**src/rtl/tpu_pkg.sv**
```systemverilog
// tpu_pkg: shared state encoding and sizing for the weight memory controller.
package tpu_pkg;
    typedef enum logic [1:0] {IDLE, LOAD, STREAM, DONE} wmc_state_t;
    localparam int WEIGHT_DEPTH = 8;
    localparam int WEIGHT_GROUP = 4;
    localparam int WEIGHT_W     = 8;
    localparam int ADDR_W       = 16;
endpackage

```
**src/rtl/wmc_addr_gen.sv**
```systemverilog
// wmc_addr_gen: tile read-address stepper with one-cycle read bubble.
// Optional WMC_LOOP_EN wraps the address and streams until a stop request.
module wmc_addr_gen import tpu_pkg::*; #(
    parameter int MEM_DEPTH = WEIGHT_DEPTH,
    parameter int GROUP     = WEIGHT_GROUP
) (
    input  logic              clk,
    input  logic              rst,
    input  logic              start,
    input  logic              active,
    input  logic              tile_ready,
    input  logic              stop,
    output logic [ADDR_W-1:0] mem_raddr,
    output logic              tile_valid,
    output logic              fin
);
    localparam logic [ADDR_W-1:0] LAST = ADDR_W'(MEM_DEPTH - GROUP);
    logic fire, last;
    assign fire = tile_valid & tile_ready;
    assign last = mem_raddr == LAST;
`ifdef WMC_LOOP_EN
    logic stop_pend;
    assign fin = fire & (stop_pend | stop);
    always_ff @(posedge clk)
        if (rst || start) stop_pend <= 1'b0;
        else if (active && stop) stop_pend <= 1'b1;
`else
    logic unused_stop;
    assign unused_stop = stop;
    assign fin = fire & last;
`endif
    // Memory data lags the address by a cycle, so a fresh address always costs one invalid cycle.
    always_ff @(posedge clk)
        if (rst) begin
            mem_raddr  <= '0;
            tile_valid <= 1'b0;
        end else begin
            tile_valid <= active & ~fire;
            if (start) mem_raddr <= '0;
            else if (fire && !fin) mem_raddr <= last ? '0 : mem_raddr + ADDR_W'(GROUP);
        end
endmodule

```
**src/rtl/weight_mem_ctrl.sv**
```systemverilog
// weight_mem_ctrl: loads a weight byte stream into memory, then streams 4-weight tiles to the array.
// Build with WMC_LOOP_EN for a continuously looping stream ended by cmd_stop.
module weight_mem_ctrl import tpu_pkg::*; #(
    parameter int MEM_DEPTH = WEIGHT_DEPTH,
    parameter int GROUP     = WEIGHT_GROUP,
    parameter int DATA_W    = WEIGHT_W
) (
    input  logic              clk,
    input  logic              rst,
    input  logic              cmd_load,
    input  logic              cmd_run,
    input  logic              cmd_stop,
    input  logic [DATA_W-1:0] in_data,
    input  logic              in_valid,
    output logic              in_ready,
    output logic              mem_we,
    output logic [ADDR_W-1:0] mem_waddr,
    output logic [DATA_W-1:0] mem_wdata,
    output logic [ADDR_W-1:0] mem_raddr,
    output logic              tile_valid,
    input  logic              tile_ready,
    output logic              busy,
    output logic              loaded,
    output logic              done
);
    localparam int CW = $clog2(MEM_DEPTH);
    wmc_state_t    state;
    logic [CW-1:0] wcnt;
    logic          start, fin;
    assign start = state == IDLE && cmd_run && !cmd_load && loaded;
    wmc_addr_gen #(.MEM_DEPTH(MEM_DEPTH), .GROUP(GROUP)) u_addr (
        .clk        (clk),
        .rst        (rst),
        .start      (start),
        .active     (state == STREAM),
        .tile_ready (tile_ready),
        .stop       (cmd_stop),
        .mem_raddr  (mem_raddr),
        .tile_valid (tile_valid),
        .fin        (fin)
    );
    always_ff @(posedge clk)
        if (rst) begin
            state     <= IDLE;
            wcnt      <= '0;
            in_ready  <= 1'b0;
            mem_we    <= 1'b0;
            mem_waddr <= '0;
            mem_wdata <= '0;
            busy      <= 1'b0;
            loaded    <= 1'b0;
            done      <= 1'b0;
        end else begin
            mem_we <= 1'b0;
            done   <= 1'b0;
            case (state)
                IDLE:
                    if (cmd_load) begin
                        state    <= LOAD;
                        wcnt     <= '0;
                        loaded   <= 1'b0;
                        in_ready <= 1'b1;
                        busy     <= 1'b1;
                    end else if (start) begin
                        state <= STREAM;
                        busy  <= 1'b1;
                    end
                LOAD:
                    if (in_valid && in_ready) begin
                        mem_we    <= 1'b1;
                        mem_waddr <= ADDR_W'(wcnt);
                        mem_wdata <= in_data;
                        wcnt      <= wcnt + 1'b1;
                        if (&wcnt) begin
                            state    <= IDLE;
                            loaded   <= 1'b1;
                            in_ready <= 1'b0;
                            busy     <= 1'b0;
                        end
                    end
                STREAM:
                    if (fin) begin
                        state <= DONE;
                        done  <= 1'b1;
                    end
                DONE: begin
                    state <= IDLE;
                    busy  <= 1'b0;
                end
            endcase
        end
endmodule

```
**config.mk**
```make
export PLATFORM = sky130hd
export DESIGN_NAME = weight_mem_ctrl
export DESIGN_NICKNAME = d
export VERILOG_FILES = /design/src/rtl/tpu_pkg.sv /design/src/rtl/wmc_addr_gen.sv /design/src/rtl/weight_mem_ctrl.sv
export SDC_FILE = /design/constraint.sdc
export NUM_CORES = 1
export LEC_CHECK = 0
export ABC_AREA = 1
export CAP_MARGIN = 40
export CORE_MARGIN = 4
export CORE_UTILIZATION = 49
export DETAILED_ROUTE_END_ITERATION = 6
export GPL_ROUTABILITY_DRIVEN = 0
export GPL_TIMING_DRIVEN = 0
export PLACE_DENSITY = 0.83
export RECOVER_POWER = 50
export REMOVE_ABC_BUFFERS = 1
export SLEW_MARGIN = 25
export SYNTH_ARGS = -nofsm -noshare
export SYNTH_HDL_FRONTEND = slang
export SYNTH_SLANG_ARGS = --single-unit
```
**constraint.sdc**
```tcl
create_clock -name clk -period 3.6 [get_ports clk]
set_clock_uncertainty 0.2 [all_clocks]
set_input_delay 1.08 -clock clk [delete_from_list [all_inputs] [get_ports clk]]
set_output_delay 1.08 -clock clk [all_outputs]
set_load 0.02 [all_outputs]
```
==> results.md <==
- Final #Nets: 333
- Status: completed
- Avg Synthesized Cell Area: 6.990 um^2
- Crit path max fanout: 13
- Largest net degree at the start of global routing: 17
- Final hold slack: 0.2613 ns
- Most common library cells after synthesis: 65 x nand2_1, 49 x nor2_1, 36 x dfxtp_1, 22 x inv_1
- All-Layer GR Usage: 17.01%
- Lkg Pwr: 0.9765 nW
- Core Area: 3689 um^2
- Initial Utilization: 51.36%
- Remaining antenna violation count: 0
- Max Freq: 326.8 MHz
- GR Util met3: 3.597%
- Die area: 4925 um^2
- Met2 usage: 28.02%
- DRT Pass-1 Iters: 4
- Seq cells post-synth: 36
- Cell repeated most along the worst path: inv_1
- Vias in the first global route: 1,552
- GRT overflow: 0
- # IOs: 61
- CTS Buffer Depth: 2
- Seq/Total Area, Yosys: 38.04%
- R2R cell count: 7
- Yosys top cell area share: 38.04%
- 1st-iter DRT viols: 128
- Worst skew pair latency: 0.29 ns
- CP Cell Sequence: dlygate4sd3_1 > inv_1 > nand2_1 > inv_1 > o21ai_0 > a21oi_1
- Buf+Inv Stages, Crit Path: 3
- Clk sink count: 36
- Critical path class: in2reg
- Worst relative slew slack: 58.05%
- Top Usage Layer GRT: met2
- Die W: 70.18 um
- DRC: 0
- Crit path launch type: input pin
- Setup crit end kind: flop
- VDD IR max: 257.3 uV
- DR WL/cell: 11.41 um
- Storage cell area: 720.7 um^2
- Post-synth EDFFs: 0
- Flop2flop setup slack: 1.72 ns
- Mapped Area: 1894 um^2
- Hold Buf Count CTS: 0
- Row Count: 22
- Multi-input logic area: 977.2 um^2
- Synth area leaders: dfxtp_1 38%, nand2_1 13%, nor2_1 9.7%, buf_4 6.3%, a21oi_2 4.6%
- Main flop type after synthesis: dfxtp_1
- Min-Delay Path Class: reg2reg
- Netlist cell types: 28
- Largest stage delay on the critical path: 0.78 ns
- TritonCTS Buffers: 5
- Clock root buffer: clkbuf_8
- Fillers: 336
- FFs w/ async S/R, synth: 0%
- Hpwl dp: 2.991 mm
- Final Hold Fails: 0
- Area grow syn2layout: 26.49%
- H-tree levels: 2
- RSZ-0062 raised after global routing: false
- Buffers on Ports: 44
- Cell taking the most area after synthesis: dfxtp_1
- Slew @ Worst Pin: 0.6277 ns
- Mapped Cells: 271
- Cell Pwr Density: 376.1 nW/um^2
- Data required, critical path: 3.58 ns
- Chip Height: 70.18 um
- Post_cts resized: 0
- Hold depth: 2
- CTS tree: yes
- Syn. warnings: 0
- Clk slew on worst S/H paths: 0.08 ns
- Max Cap Viol: 0
- Min Clock Period, post-route: 3.060 ns
- ANT cells: 0
- Fin. max-slew vios: 0
- Vias per inst: 4.807
- Detailed Route WL: 4.141 mm
- Share of cells above drive strength 1: 9.524%
- Initial antenna violation count: 0
- Crit-path slowest cell: dlygate4sd3_1
- Final setup violation count: 0
- CP Depth: 6
- Vias: 1,745
- Top-count cell post-synth: nand2_1
- WP data arrival: 3.04 ns
- Setup TNS: 0 ns
- Post-CTS Repair Setup Buffers: 0
- Largest delay contributor family on the critical path: buffers and inverters
- First-pass GRT wire length: 6.837 mm
- Met1 Usage GRT: 21.70%
- Fin crit share: 85.00%
[where the power goes]
group	internal [W]	switching [W]
combinational	0.0000462	0.0000805
clock	0.000205	0.000147
sequential	0.000414	0.00000859
total	0.000665	0.000236
[metrics by stage]
stage	area [um^2]	total power [W]	worst slack, ns	util, %	cells
2_1_floorplan	1784	0.0005133	1.362	-	263
3_3_place_gp	2285	0.0005602	0.2955	61.94	355
3_5_place_dp	2285	0.0005627	0.2745	61.94	355
4_1_cts	2396	0.0009135	0.5905	64.96	363
5_1_grt	2396	0.0009390	0.3426	64.96	363
6_report	2396	0.0009012	0.5400	64.96	363
[kinds of logic (layout without fill, tap and decap cells)]
group | Yosys count | after routing | synth area share (%)
buffers and inverters | 45 | 75 | 13.14
AOI/OAI and AO/OA | 33 | 33 | 11.29
adders and majority gates | 4 | 4 | 2.642
and+or+nand+nor | 150 | 150 | 33.75
DFF | 36 | 36 | 38.04
xor gates and xnor gates | 2 | 2 | 0.9249
other | 1 | 15 | 0.1980
[metal layers]
metal / wire length [um] / share of wire (%)
met5: 0 / 0
met2: 2029 / 49
met1: 1820 / 44
met4: 59 / 1.4
met3: 232 / 5.6
[layout make-up]
type                    count  area share (%)
clock inverters             3           1.775
well taps                  48           2.507
repair buffers             44           18.38
clock buffers               5           2.872
flip-flops and latches     36           30.08
inverters                  23           3.603
multi-input cells         204           40.78
[state kept, by name, summed over array words and instances, names as in the netlist, 2 cells and up]
name,flops
state,2
mem_wdata,8
wcnt,3
u_addr.mem_raddr,14
mem_waddr,3
[layout by cell type, fill, tap and decap left out]
master and count:
nand2_2 2, xor2_1 1, or2_2 2, dlygate4sd3_1 21
nand2_4 1, o2111a_1 1, a21oi_1 8, nor3_1 6
clkinv_2 1, xnor2_1 1, nand3_1 16, o21ai_0 12
nor2_4 1, nor2_1 49, nand4_1 3, nand2_1 65
inv_1 22, o21bai_1 2, ha_1 4, clkbuf_8 5
clkinvlp_4 1, bufinv_16 1, conb_1 15, nor3_2 1
nor2_2 4, dfxtp_1 36, clkdlybuf4s50_1 23, a21oi_2 10
inv_2 1
[worst paths after layout]
check	start	endpoint
worst max-delay path	rst	u_addr.mem_raddr[3]
worst min-delay path	busy	busy
worst max register to register	state[0]	wcnt[2]
worst min register to register	busy	busy
[worst min-delay path, stage by stage (launching register included)]
cell	delay (ns)
dfxtp_1	0.31
nand2_1	0.06
a21oi_1	0.05
No activity file was read; power rests on OpenSTA's default activity.
